### src/rtl/axi_rd_ctrl_pkg.sv
// Shared types and constants for the AXI read controller.
package axi_rd_ctrl_pkg;

  localparam int unsigned ID_W    = 8;
  localparam int unsigned ADDR_W  = 12;
  localparam int unsigned LEN_W   = 8;
  localparam int unsigned SIZE_W  = 3;
  localparam int unsigned DATA_W  = 32;
  localparam int unsigned RESP_W  = 2;
  localparam int unsigned BURST_W = 2;
  localparam int unsigned CNT_W   = 9;
  localparam int unsigned RETRY_W = 2;

  typedef enum logic [1:0] {
    ST_IDLE = 2'b00,
    ST_ADDR = 2'b01,
    ST_DATA = 2'b10
  } state_e;

  localparam logic [RESP_W-1:0]  RESP_OKAY   = 2'b00;
  localparam logic [RESP_W-1:0]  RESP_EXOKAY = 2'b01;
  localparam logic [RESP_W-1:0]  RESP_SLVERR = 2'b10;
  localparam logic [RESP_W-1:0]  RESP_DECERR = 2'b11;
  localparam logic [BURST_W-1:0] BURST_INCR  = 2'b01;

  // Latched read request as presented on the AR channel.
  typedef struct packed {
    logic [ID_W-1:0]   id;
    logic [ADDR_W-1:0] addr;
    logic [LEN_W-1:0]  len;
    logic [SIZE_W-1:0] size;
  } ar_req_t;

  // Anything other than a plain OKAY taints the burst.
  function automatic logic resp_is_err(input logic [RESP_W-1:0] resp);
    return (resp == RESP_EXOKAY) || (resp == RESP_SLVERR) || (resp == RESP_DECERR);
  endfunction

endpackage

### src/rtl/axi_rd_ctrl.sv
// Single-outstanding AXI read controller between load_buffer and DRAM.
// Issues one INCR burst per accepted request and forwards R beats with zero
// latency. Optional macro AXI_RD_RETRY_EN re-issues a burst that saw an error
// response, up to MAX_RETRY times.
module axi_rd_ctrl
  import axi_rd_ctrl_pkg::*;
#(
  parameter int unsigned MAX_RETRY = 3
) (
  input  logic                 clk,
  input  logic                 rst_n,
  input  logic                 load_axi_arvld,
  input  logic [ID_W-1:0]      load_axi_arid,
  input  logic [ADDR_W-1:0]    load_axi_arraddr,
  input  logic [LEN_W-1:0]     load_axi_arlen,
  input  logic [SIZE_W-1:0]    load_axi_arsize,
  input  logic                 load_axi_rrdy,
  output logic                 ctrl_dram_arrdy,
  output logic [ID_W-1:0]      ctrl_sram_rid,
  output logic [DATA_W-1:0]    ctrl_sram_rdata,
  output logic [RESP_W-1:0]    ctrl_sram_rresp,
  output logic                 ctrl_sram_rlast,
  output logic                 ctrl_sram_rvld,
  output logic [ID_W-1:0]      m_arid,
  output logic [ADDR_W-1:0]    m_araddr,
  output logic [LEN_W-1:0]     m_arlen,
  output logic [SIZE_W-1:0]    m_arsize,
  output logic [BURST_W-1:0]   m_arburst,
  output logic                 m_arvalid,
  input  logic                 m_arready,
  input  logic [ID_W-1:0]      m_rid,
  input  logic [DATA_W-1:0]    m_rdata,
  input  logic [RESP_W-1:0]    m_rresp,
  input  logic                 m_rlast,
  input  logic                 m_rvalid,
  output logic                 m_rready,
  output logic                 rd_done,
  output logic                 rd_err
);

`ifdef AXI_RD_RETRY_EN
  localparam bit RETRY_EN = 1'b1;
`else
  localparam bit RETRY_EN = 1'b0;
`endif
  localparam logic [RETRY_W-1:0] MAX_RETRY_C = RETRY_W'(MAX_RETRY);

  state_e               state_q, state_d;
  ar_req_t              req_q;
  logic [CNT_W-1:0]     cnt_q;
  logic [RETRY_W-1:0]   retry_q;
  logic                 burst_err_q;
  logic                 rd_done_q;
  logic                 rd_err_q;

  logic accept, do_retry, done_d;
  logic r_acc, id_ok, fwd, at_last, burst_end, last_err, beat_err, err_any, retry_ok;

  // R-beat decode: acceptance, id match and last-beat bookkeeping.
  assign r_acc     = (state_q == ST_DATA) & m_rvalid & load_axi_rrdy;
  assign id_ok     = (m_rid == req_q.id);
  assign fwd       = r_acc & id_ok;
  assign at_last   = (cnt_q == CNT_W'(req_q.len));
  assign burst_end = fwd & (m_rlast | at_last);
  assign last_err  = fwd & (m_rlast ^ at_last);
  assign beat_err  = fwd & resp_is_err(m_rresp);
  assign err_any   = burst_err_q | beat_err;
  assign retry_ok  = RETRY_EN & (retry_q < MAX_RETRY_C);

  // Next-state and control strobes.
  always_comb begin
    state_d  = state_q;
    accept   = 1'b0;
    do_retry = 1'b0;
    done_d   = 1'b0;
    case (state_q)
      ST_IDLE: begin
        if (load_axi_arvld) begin
          accept  = 1'b1;
          state_d = ST_ADDR;
        end
      end
      ST_ADDR: begin
        if (m_arready) state_d = ST_DATA;
      end
      ST_DATA: begin
        if (burst_end) begin
          if (err_any && retry_ok) begin
            do_retry = 1'b1;
            state_d  = ST_ADDR;
          end else begin
            done_d  = 1'b1;
            state_d = ST_IDLE;
          end
        end
      end
      default: state_d = ST_IDLE;
    endcase
  end

  // State register.
  always_ff @(posedge clk) begin
    if (!rst_n) state_q <= ST_IDLE;
    else        state_q <= state_d;
  end

  // Request fields held for the whole burst, including retries.
  always_ff @(posedge clk) begin
    if (!rst_n)      req_q <= '0;
    else if (accept) req_q <= '{id: load_axi_arid, addr: load_axi_arraddr,
                                len: load_axi_arlen, size: load_axi_arsize};
  end

  // Beat counter, restarted for every (re-)issued burst.
  always_ff @(posedge clk) begin
    if (!rst_n)                  cnt_q <= '0;
    else if (accept || do_retry) cnt_q <= '0;
    else if (fwd)                cnt_q <= cnt_q + CNT_W'(1);
  end

  // Retry count and per-burst error flag.
  always_ff @(posedge clk) begin
    if (!rst_n) begin
      retry_q     <= '0;
      burst_err_q <= 1'b0;
    end else if (accept) begin
      retry_q     <= '0;
      burst_err_q <= 1'b0;
    end else if (do_retry) begin
      retry_q     <= retry_q + RETRY_W'(1);
      burst_err_q <= 1'b0;
    end else if (beat_err) begin
      burst_err_q <= 1'b1;
    end
  end

  // Completion pulse and sticky error flag.
  always_ff @(posedge clk) begin
    if (!rst_n) begin
      rd_done_q <= 1'b0;
      rd_err_q  <= 1'b0;
    end else begin
      rd_done_q <= done_d;
      if (accept)
        rd_err_q <= 1'b0;
      else if ((r_acc && !id_ok) || last_err || (done_d && err_any))
        rd_err_q <= 1'b1;
    end
  end

  assign ctrl_dram_arrdy = (state_q == ST_IDLE);
  assign m_arvalid       = (state_q == ST_ADDR);
  assign m_arid          = m_arvalid ? req_q.id   : '0;
  assign m_araddr        = m_arvalid ? req_q.addr : '0;
  assign m_arlen         = m_arvalid ? req_q.len  : '0;
  assign m_arsize        = m_arvalid ? req_q.size : '0;
  assign m_arburst       = m_arvalid ? BURST_INCR : '0;
  assign m_rready        = (state_q == ST_DATA) & load_axi_rrdy;
  assign ctrl_sram_rvld  = fwd;
  assign ctrl_sram_rid   = fwd ? m_rid   : '0;
  assign ctrl_sram_rdata = fwd ? m_rdata : '0;
  assign ctrl_sram_rresp = fwd ? m_rresp : RESP_OKAY;
  assign ctrl_sram_rlast = fwd & m_rlast;
  assign rd_done         = rd_done_q;
  assign rd_err          = rd_err_q;

endmodule

### config.mk
export PLATFORM = sky130hd
export DESIGN_NAME = axi_rd_ctrl
export DESIGN_NICKNAME = d
export VERILOG_FILES = /design/src/rtl/axi_rd_ctrl_pkg.sv /design/src/rtl/axi_rd_ctrl.sv
export SDC_FILE = /design/constraint.sdc
export NUM_CORES = 1
export LEC_CHECK = 0
export CORE_AREA = 10 10 104 88
export DETAILED_ROUTE_END_ITERATION = 7
export DIE_AREA = 0 0 114 98
export PLACE_DENSITY_LB_ADDON = 0.2
export SLEW_MARGIN = 10
export SYNTH_ARGS = -nofsm -noshare
export SYNTH_HDL_FRONTEND = slang
export SYNTH_SLANG_ARGS = --single-unit
### constraint.sdc
create_clock -name clk -period 2 [get_ports clk]
set_input_delay 0.3 -clock clk [delete_from_list [all_inputs] [get_ports clk]]
set_output_delay 0.3 -clock clk [all_outputs]
set_load 0.02 [all_outputs]
==> out/results.txt <==
status: complete, but fails checks
failing checks: negative setup slack
Leak: 2.20 nW
CP startpoint: state_q[0]
# DRC: 0
core area: 7150 um2
via density per instance: 4.57
clk sink count: 45
Worst-path clk slew: 0.08 ns
number of global-route vias before repair: 2921
biggest area consumer among synthesized cells: dfxtp_1
clock root buffer: clkbuf_8
Initial Util: 34.8%
IO Pins: 162
fmax: 444 MHz
Most common cell on crit path: buf_12
WL/cell: 16.7 um
ANT nets after route: 0
final cycle utilization of the critical path: 113%
htree depth: 2
total CTS buffers: 5
Setup WS post-layout: -0.252 ns
CP Buf/Inv Count: 4
initial antenna violation count: 2
unrepaired setup endpoints after global routing: true
Die Width: 114 um
Critical Path End: ctrl_sram_rdata[22]
worst reg2reg path endpoint: cnt_q[4]
Clk Latency, worst-skew pair: 0.29 ns
sequential area share after synthesis: 36.2%
critical path class: reg2out
Crit Path Max Fanout: 11
area of the die: 11200 um2
Reg2Reg Depth: 7
post-route cell area: 4920 um2
# fillers: 592
clock skew: 0.00540 ns
gr ovfl total: 0
Cell Rows: 28
Die Y: 98 um
Placer Congestion: 0.755
Setup-failing EPs final: 46
worst vdd ir: 324 uV
Critical-path top delay cell: or3_4
Max Buffers Root-to-Sink: 2
count of cell types in the netlist: 30
hold slack: 0.465 ns
number of synthesized register bits: 45
total power draw: 2.15 mW
layout cells sized above 1: 31.1%
Final Core Density: 68.9%
mapped cell area: 2490 um2
RR Startpoint: state_q[0]
Worst setup SP type: register
placed cell areas: 4360 um2
yosys warns: 0
Post-Place Setup Slack: -0.840 ns
DRT Wirelength: 10200 um
worst endpoint required time: 1.70 ns
Slew Limit Fails: 0
reg-to-reg slack, setup: -0.12 ns
GR Util All Layers: 17.3%
CTS tree: built
PortBufs: 160
area grow syn2layout: 98.1%
Syn Nets: 405
Hold Fails Final Rpt: 0
hpwl dp: 7470 um
Tmin final: 2.25 ns
delay-heaviest family, CP: simple AND/OR/NAND/NOR gates
DR iter-0 viols: 76
Final #Nets: 599
ratio of total power to cell area: 437 nW/um2
critical path arrival: 1.95 ns
CTS Hold Bufs: 0
Levels on crit path: 8
top cells by area, synth: dfxtp_1 36%, and2_1 19%, nand2_1 11%, a21boi_0 9.7%, xnor2_1 6.0%
max cap viols: 0
Hold Crit Class: reg2reg
Avg Inst Size Synth: 7.70 um2
Mapped Cells: 323
largest net degree at the start of global routing: 36
DR vias: 2785
CP Capture Type: output pin
first-pass GRT wire length: 15800 um
critical-path cell list: and4b_1 > nand3_2 > or3_4 > clkinv_8 > buf_12 > buf_12 > and2_4 > buf_6
Crit path largest cell delay: 0.38 ns
Hold Path Stages: 2
DRT Pass-1 Iters: 4
top cell type's share of synthesized area: 36.2%
## power breakdown
| group | internal (mW) | switching (mW) | leakage, nW | total [mW] |
|---|---|---|---|---|
| logic | 0.297 | 0.224 | 1.77 | 0.521 |
| clock network | 0.363 | 0.294 | 0.0540 | 0.657 |
| registers | 0.942 | 0.0307 | 0.371 | 0.973 |
## registers in the layout, indices dropped and copies added, names as in the netlist
signal / count
req_q: 31
cnt_q: 9
state_q: 2
burst_err_q: 1
rd_done: 1
rd_err: 1
## placed cells by master (no fill, tap or decap), types with 2 or more instances in the layout
cell / count
a21oi_2: 3
and2_1: 45
buf_12: 5
buf_4: 40
o31ai_1: 2
a21oi_1: 6
diode_2: 2
dfxtp_1: 37
clkbuf_8: 5
nor4_4: 3
and3_1: 2
buf_16: 2
nand2_1: 69
clkdlybuf4s50_1: 73
a21boi_0: 32
nand4_1: 6
dlygate4sd2_1: 43
nand2b_1: 3
nand3_1: 2
dfxtp_2: 7
or3_4: 3
or3_1: 2
and2_4: 30
buf_6: 44
xnor2_1: 11
inv_1: 6
nor2_1: 4
o21ai_0: 6
xnor2_2: 6
## per-layer routing
layer | up-vias | track usage [%] | share of wire [%]
li1 | 1431 | - | -
met4 | 0 | 5.10 | 1.4
met5 | - | 0 | 0
met1 | 1271 | 18.9 | 39
met3 | 10 | 5.57 | 6.4
met2 | 73 | 30.8 | 53
## stage by stage
stage / std cells / TNS (ns)
2_1_floorplan: 323 / 0
3_3_place_gp: 582 / -35.44
3_5_place_dp: 582 / -36.84
4_1_cts: 609 / -11.11
5_1_grt: 609 / -12.35
6_report: 609 / -9.09
## synth_stat cells
cell type,count
xor2_1,1
nor3_1,2
and4b_1,1
nor2_1,5
or3_1,2
nand4_1,6
o21bai_1,1
clkbuf_1,17
dfxtp_1,45
nor2b_1,1
nand2b_1,3
nor4_1,3
and2_2,1
a21boi_0,32
or3_4,1
o31ai_1,2
inv_1,6
or3_2,2
conb_1,1
nand2_1,70
buf_4,4
and3_1,2
a21oi_1,9
xnor2_1,17
nand3_1,3
clkinv_1,1
ha_1,2
or4_1,2
o21ai_0,6
and2_1,75
## worst min-delay path by stage
stage                        endpoint        start
after floorplan           burst_err_q  burst_err_q
after global placement    burst_err_q  burst_err_q
after detailed placement       rd_err       rd_err
after CTS                      rd_err       rd_err
after global routing      burst_err_q  burst_err_q
final                          rd_err       rd_err
## what timing repair did
item | 4_1_cts | 5_1_grt
gates resized for setup | 335 | 46
gates cloned | 3 | 0
setup endpoints to repair | 81 | 59
pin swaps | 17 | 20
setup buffers | 17 | 4
## tightest hold or removal path: stages, from the launching register on
cell and delay (ns):
dfxtp_1 0.32, inv_1 0.06, a21oi_1 0.05
## cell type report
type | count | area [um2] | share of cell area (%)
Sequential cell | 45 | 913 | 18.5
Antenna cell | 2 | 5.00 | 0.102
Multi-Input combinational cell | 250 | 1680 | 34.1
Tap cell | 90 | 113 | 2.29
Clock inverter | 2 | 35.0 | 0.711
Inverter | 7 | 38.8 | 0.788
Timing Repair Buffer | 208 | 2070 | 42.1
Clock buffer | 5 | 68.8 | 1.40
## cells by family after synthesis
family          share of synthesized area (%)
buf+inv                                  4.83
simple gates                             37.8
xor+xnor                                 6.34
fa+ha+maj                                1.01
flops                                    36.2
other cells                             0.151
compound gates                           13.6
No activity file was read; power rests on OpenSTA's default activity.
